==> config.mk <==
export PLATFORM = sky130hd
export DESIGN_NAME = exu_posu_sched
export DESIGN_NICKNAME = d
export VERILOG_FILES = /design/src/rtl/veer_types.sv /design/src/rtl/exu_posu_wdog.sv /design/src/rtl/exu_posu_sched.sv
export SDC_FILE = /design/constraint.sdc
export NUM_CORES = 1
export LEC_CHECK = 0
export CAP_MARGIN = 25
export CORE_UTILIZATION = 45
export CTS_BUF_LIST = sky130_fd_sc_hd__clkbuf_4
export DETAILED_ROUTE_END_ITERATION = 8
export PLACE_DENSITY = 0.95
export SLEW_MARGIN = 20
export SYNTH_ARGS = -nofsm -noshare
export SYNTH_HDL_FRONTEND = slang
export SYNTH_SLANG_ARGS = --single-unit
==> constraint.sdc <==
create_clock -name clk -period 4.2 [get_ports clk]
set_clock_uncertainty 0.15 [all_clocks]
set_input_delay 0.84 -clock clk [delete_from_list [all_inputs] [get_ports clk]]
set_output_delay 0.84 -clock clk [all_outputs]
set_load 0.03 [all_outputs]
==> src/rtl/veer_types.sv <==
// rtl/veer_types.sv - shared types and constants for the EXU posit sequencer
//
// Purpose: operation and state encodings used by exu_posu_sched and its
// watchdog, plus the posit NaR constant and a two's-complement helper.
package veer_types;

  // Request opcode as presented by decode/issue.
  typedef enum logic [1:0] {
    POSU_ADD = 2'b00,
    POSU_SUB = 2'b01,
    POSU_MUL = 2'b10,
    POSU_DIV = 2'b11
  } posu_op_e;

  typedef enum logic [2:0] {
    POSU_IDLE   = 3'd0,
    POSU_LAUNCH = 3'd1,
    POSU_WAIT   = 3'd2,
    POSU_DRAIN  = 3'd3,
    POSU_RESP   = 3'd4
  } posu_sched_state_e;

  // Posit Not-a-Real; also the value reported on a watchdog timeout.
  localparam logic [31:0] POSIT_NAR = 32'h8000_0000;

  // Posit negation is plain two's-complement; NaR maps onto itself.
  function automatic logic [31:0] posit_neg(input logic [31:0] v);
    return (~v) + 32'd1;
  endfunction

endpackage

==> src/rtl/exu_posu_wdog.sv <==
// rtl/exu_posu_wdog.sv - clear/enable watchdog counter for multi-cycle posit ops
//
// Ports:
//   clk, rst_l : clock, asynchronous active-low reset
//   clear      : synchronous clear (wins over enable)
//   enable     : count up by one this cycle
//   expire     : counter currently equals TIMEOUT-1
module exu_posu_wdog #(
  parameter int TIMEOUT = 64,
  localparam int CNT_W  = (TIMEOUT > 1) ? $clog2(TIMEOUT) : 1
) (
  input  logic clk,
  input  logic rst_l,
  input  logic clear,
  input  logic enable,
  output logic expire
);

  logic [CNT_W-1:0] r_count;
  logic             w_at_limit;

  assign w_at_limit = (r_count == CNT_W'(TIMEOUT - 1));
  assign expire     = w_at_limit;

  // Holding at the limit keeps the counter from wrapping if the owner
  // lingers in a counting state after expiry.
  always_ff @(posedge clk or negedge rst_l) begin
    if (!rst_l) begin
      r_count <= '0;
    end else if (clear) begin
      r_count <= '0;
    end else if (enable && !w_at_limit) begin
      r_count <= r_count + CNT_W'(1);
    end
  end

endmodule

==> src/rtl/exu_posu_sched.sv <==
// rtl/exu_posu_sched.sv - sequencer between issue and the posit add/mul/div units
//
// Ports:
//   clk, rst_l, scan_mode        : clock, async active-low reset, scan control
//   flush                        : kill the in-flight posit op
//   req_valid/req_ready          : request handshake (ready only when idle)
//   req_op/req_a/req_b/req_tag   : opcode, operands, destination tag
//   unit_a/unit_b                : operands broadcast to all units (b negated for sub)
//   add/mul/div_start            : one-cycle start pulses
//   add/mul/div_done, *_out      : unit completion and results
//   res_valid/res_ready          : result handshake
//   res_data/res_tag/res_err     : result, its tag, watchdog-timeout flag
//   posu_stall                   : sequencer busy
module exu_posu_sched
  import veer_types::*;
#(
  parameter int TAG_W   = 5,
  parameter int TIMEOUT = 64
) (
  input  logic             clk,
  input  logic             rst_l,
  input  logic             scan_mode,
  input  logic             flush,
  input  logic             req_valid,
  output logic             req_ready,
  input  logic [1:0]       req_op,
  input  logic [31:0]      req_a,
  input  logic [31:0]      req_b,
  input  logic [TAG_W-1:0] req_tag,
  output logic [31:0]      unit_a,
  output logic [31:0]      unit_b,
  output logic             add_start,
  output logic             mul_start,
  output logic             div_start,
  input  logic             add_done,
  input  logic             mul_done,
  input  logic             div_done,
  input  logic [31:0]      add_out,
  input  logic [31:0]      mul_out,
  input  logic [31:0]      div_out,
  output logic             res_valid,
  input  logic             res_ready,
  output logic [31:0]      res_data,
  output logic [TAG_W-1:0] res_tag,
  output logic             res_err,
  output logic             posu_stall
);

  posu_sched_state_e r_state;
  posu_sched_state_e w_next;

  posu_op_e         r_op;
  logic [31:0]      r_a;
  logic [31:0]      r_b;
  logic [TAG_W-1:0] r_tag;
  logic [31:0]      r_res_data;
  logic             r_res_err;

  posu_op_e    w_req_op;
  logic        w_sel_add;
  logic        w_sel_mul;
  logic        w_sel_div;
  logic        w_sel_done;
  logic [31:0] w_sel_out;
  logic        w_accept;
  logic        w_cap_done;
  logic        w_cap_tmo;
  logic        w_wd_clear;
  logic        w_wd_enable;
  logic        w_expire;
  logic        w_unused_scan;

  // No scan-muxed flops live in this block; the pin is kept for interface parity.
  assign w_unused_scan = scan_mode;

  assign w_req_op = posu_op_e'(req_op);

  // Subtraction runs on the add unit with a pre-negated B operand.
  assign w_sel_add = (r_op == POSU_ADD) || (r_op == POSU_SUB);
  assign w_sel_mul = (r_op == POSU_MUL);
  assign w_sel_div = (r_op == POSU_DIV);

  assign w_sel_done = (w_sel_add & add_done) | (w_sel_mul & mul_done) | (w_sel_div & div_done);

  always_comb begin
    w_sel_out = add_out;
    if (w_sel_mul) w_sel_out = mul_out;
    if (w_sel_div) w_sel_out = div_out;
  end

  // Timer sits at zero in IDLE, so LAUNCH is count 0 and expiry lands
  // TIMEOUT-1 cycles after the start pulse.
  assign w_wd_clear  = (r_state == POSU_IDLE);
  assign w_wd_enable = (r_state == POSU_LAUNCH) || (r_state == POSU_WAIT) ||
                       (r_state == POSU_DRAIN);

  exu_posu_wdog #(
    .TIMEOUT (TIMEOUT)
  ) u_wdog (
    .clk    (clk),
    .rst_l  (rst_l),
    .clear  (w_wd_clear),
    .enable (w_wd_enable),
    .expire (w_expire)
  );

  always_ff @(posedge clk or negedge rst_l) begin
    if (!rst_l) begin
      r_state <= POSU_IDLE;
    end else begin
      r_state <= w_next;
    end
  end

  // Flush is examined first in every state that honours it.
  always_comb begin
    w_next     = r_state;
    w_accept   = 1'b0;
    w_cap_done = 1'b0;
    w_cap_tmo  = 1'b0;
    add_start  = 1'b0;
    mul_start  = 1'b0;
    div_start  = 1'b0;
    case (r_state)
      POSU_IDLE: begin
        if (req_valid && !flush) begin
          w_accept = 1'b1;
          w_next   = POSU_LAUNCH;
        end
      end
      POSU_LAUNCH: begin
        if (flush) begin
          w_next = POSU_IDLE;
        end else begin
          add_start = w_sel_add;
          mul_start = w_sel_mul;
          div_start = w_sel_div;
          if (w_sel_done) begin
            w_cap_done = 1'b1;
            w_next     = POSU_RESP;
          end else begin
            w_next = POSU_WAIT;
          end
        end
      end
      POSU_WAIT: begin
        if (flush) begin
          // A unit that finishes in the flush cycle has nothing left to drain.
          w_next = w_sel_done ? POSU_IDLE : POSU_DRAIN;
        end else if (w_sel_done) begin
          w_cap_done = 1'b1;
          w_next     = POSU_RESP;
        end else if (w_expire) begin
          w_cap_tmo = 1'b1;
          w_next    = POSU_RESP;
        end
      end
      POSU_DRAIN: begin
        // Wait out the killed op so the unit is quiet before the next start.
        if (w_sel_done || w_expire) begin
          w_next = POSU_IDLE;
        end
      end
      POSU_RESP: begin
        if (flush || res_ready) begin
          w_next = POSU_IDLE;
        end
      end
      default: w_next = POSU_IDLE;
    endcase
  end

  always_ff @(posedge clk or negedge rst_l) begin
    if (!rst_l) begin
      r_op       <= POSU_ADD;
      r_a        <= '0;
      r_b        <= '0;
      r_tag      <= '0;
      r_res_data <= '0;
      r_res_err  <= 1'b0;
    end else begin
      if (w_accept) begin
        r_op  <= w_req_op;
        r_a   <= req_a;
        r_b   <= (w_req_op == POSU_SUB) ? posit_neg(req_b) : req_b;
        r_tag <= req_tag;
      end
      if (w_cap_done) begin
        r_res_data <= w_sel_out;
        r_res_err  <= 1'b0;
      end else if (w_cap_tmo) begin
        r_res_data <= POSIT_NAR;
        r_res_err  <= 1'b1;
      end
    end
  end

  assign unit_a     = r_a;
  assign unit_b     = r_b;
  assign req_ready  = (r_state == POSU_IDLE);
  assign posu_stall = (r_state != POSU_IDLE);
  assign res_valid  = (r_state == POSU_RESP);
  assign res_data   = r_res_data;
  assign res_tag    = r_tag;
  assign res_err    = r_res_err;

endmodule

==> flow_summary.yaml <==
status:
  status: "complete, no violations"
cells_and_area:
  num_antenna_cells: 0
  nNetsFinal: 1075
  drive_gt1_share_pct: 5.62
  fillers: 901
  multiInputGateArea_sq_um: 2680
  regArea_sq_um: 2830
  final_area_sq_um: 8850
  post-route-util_pct: 72.5
  area_delta_synth_final_pct: 54.9
  stdcell_count: 1076
cts:
  clock-sinks: 113
  numCtsBuffers: 17
  post-cts-setup-buffers: 0
  cts.path.max_buffers: 2
  path_clk_slew_ns: 0.09
  cts-root-buf: "clkbuf_4"
  clk_latency_ns: 0.50
  postCtsResizedCells: 0
  htreeDepth: 4
  postCtsHoldBufs: 0
  cts_tree: "built"
floorplanning:
  pin_count: 284
  core_sq_um: 12200
  die_width_um: 115
  die_y_um: 115
  placementRows: 40
  die_area_sq_um: 13200
  start_util_pct: 46.8
logic_synthesis:
  synth_edf_count: 0
  avgSynthCellArea_sq_um: 9.11
  ys_seq_area_share_pct: 49.5
  netlist_instances: 627
  syn_area_sq_um: 5710
  synth_warnings: 0
  yosys.area.top_type: "dfrtp_1"
  yosysTopAreaCellShare_pct: 49.5
  synthMostInstantiatedCell: "nand2_1"
  synthTopCellsByArea: "dfrtp_1, nand2_1, mux2i_1"
  synth_cell_types: 50
  async_flop_share_pct: 100
  yosys-top-cells-count: "nand2_1, dfrtp_1, o21ai_0"
  synth-seq-cells: 113
  synth_ff_type: "dfrtp_1"
  synth_nets: 805
timing:
  fin_crit_ns: 3.75
  fin_ws_ns: 0.448
  finalCritPeriodShare_pct: 89.3
  final-max-slew-violation-count: 0
  finalSetupViolCount: 0
  rsz0062_at_grt: "false"
  maxSlewHeadroom_pct: 39.5
  max_freq_mhz: 266
  hold_violations: 0
  worst_slew_pin_slew_ns: 0.905
  fin_setup_tns_ns: 0
run:
  maxCapViolations: 0
hold_path:
  hp-class: "input port to async pin"
setup_path:
  worstSetupStartpointType: "input port"
  worstSetupPathType: "input port to output port"
  cp.arrival_ns: 2.76
  crit_fanout: 9
  cp-end-kind: "output port"
  crit_required_ns: 3.21
route:
  dr.max_layer_used: "met4"
  drt-met1-wl_mm: 6.49
  wl_per_cell_um: 15.7
  wl_met2_mm: 8.34
  drt_iter0_drc: 254
  routed_wl_mm: 16.9
  ant_nets: 0
  via_count: 5458
  drc: 0
  first_pass_iters: 4
  wl_met3_mm: 1.60
  viasPerCell: 5.07
grt:
  grt_pass1_vias: 5346
  grtUsageTotal_pct: 26.4
  grt_pass1_wl_mm: 26.5
  grt_max_degree: 73
  overflow: 0
  antenna_found_initial: 0
place:
  gp_congestion: 0.808
  place_hpwl_mm: 12.8
  dp_slack_ns: 0.475
  dp_cells: 1046
  dpl_cell_area_sq_um: 8650
  portBuffers: 282
power:
  clock_power_share_pct: 10.1
  swShare_pct: 45.6
  pwr-share-comb_pct: 58.3
  switching_power_uw: 2780
  powerDensity_nw_per_um2: 690
  leakage_uw: 0.00381
  intPower_uw: 3320
  seq_power_share_pct: 31.6
  peakVddDrop_v: 0.000437
per-layer routing:
| layer | global-route usage, % | vias to the layer above |
|---|---|---|
| li1 | - | 2686 |
| met1 | 29.2 | 2522 |
| met2 | 45.9 | 216 |
| met3 | 9.21 | 34 |
| met4 | 11.5 | 0 |
| met5 | 0 | - |
kinds of logic after synthesis:
logic type	after synthesis	share of synthesized area (%)
and+or+nand+nor	251	18.9
muxes	34	5.98
xor gates and xnor gates	35	5.36
DFF	113	49.5
buffers and inverters	52	3.85
adders and majority gates	2	0.438
AOI/OAI and AO/OA	140	16.0
through the flow:
stage / power (uW) / hold WS (ns)
floorplan: 3980 / 0.343
global placement: 5440 / 0.307
detailed placement: 5520 / 0.312
CTS: 6160 / 0.274
global route: 6500 / 0.321
finish: 6100 / 0.298
critical path: stages:
cell	delay [ns]
clkdlybuf4s50_1	0.56
or2_2	0.39
nor2_1	0.14
nand2_1	0.07
nor2_1	0.09
clkdlybuf4s50_1	0.67
flip-flops by register name, indices dropped and copies added (netlist names):
signal / count
unit_b: 32
res_tag: 5
u_wdog.r_count: 6
unit_a: 32
res_data: 32
res_err: 1
r_state: 3
r_op: 2
placed cells by master, fill, tap and decap left out, types with 3 or more instances in the layout:
master and instances:
nand2b_1 5, clkbuf_4 20, clkinv_1 4, o21ai_1 17, buf_4 11, nand2_1 189
xor2_1 11, nor4_1 3, a21oi_1 14, inv_1 10, o2bb2ai_1 31, mux2i_1 33
and3_1 4, o21ai_0 51, a41oi_1 4, nor3_1 4, clkinv_2 5, o31ai_1 3
xnor2_1 24, or3_1 3, clkdlybuf4s50_1 281, nor2_1 22, nor4b_1 3, a31oi_1 10
dfrtp_1 111
cell type report:
class,count,area share [%]
sequential,113,32.0
multi-input combinational,462,30.2
clock buffer,20,1.70
clock inverter,10,0.537
inverter,11,0.466
tap,168,2.37
timing repair buffer,292,32.7
worst paths after layout:
check	startpoint	endpoint	slack, ns	cells after the start
max	flush	mul_start	0.45	6
min in group clk	res_tag[0]	res_tag[0]	0.33	2
min reg2reg	res_tag[0]	res_tag[0]	0.33	2
max in group asynchronous	rst_l	unit_a[19]	2.74	2
min	rst_l	unit_a[7]	0.30	1
max reg2reg	r_op[0]	res_data[12]	1.78	6
power by group through the flow:
| stage | sequential [uW] | clock [uW] | combinational (uW) |
|---|---|---|---|
| after floorplan | 2840 | 0 | 1130 |
| after global placement | 1920 | 0 | 3520 |
| after detailed placement | 1940 | 0 | 3580 |
| after CTS | 1930 | 643 | 3590 |
| after global routing | 2000 | 698 | 3800 |
| final | 1930 | 615 | 3560 |
No activity file was read; power rests on OpenSTA's default activity.
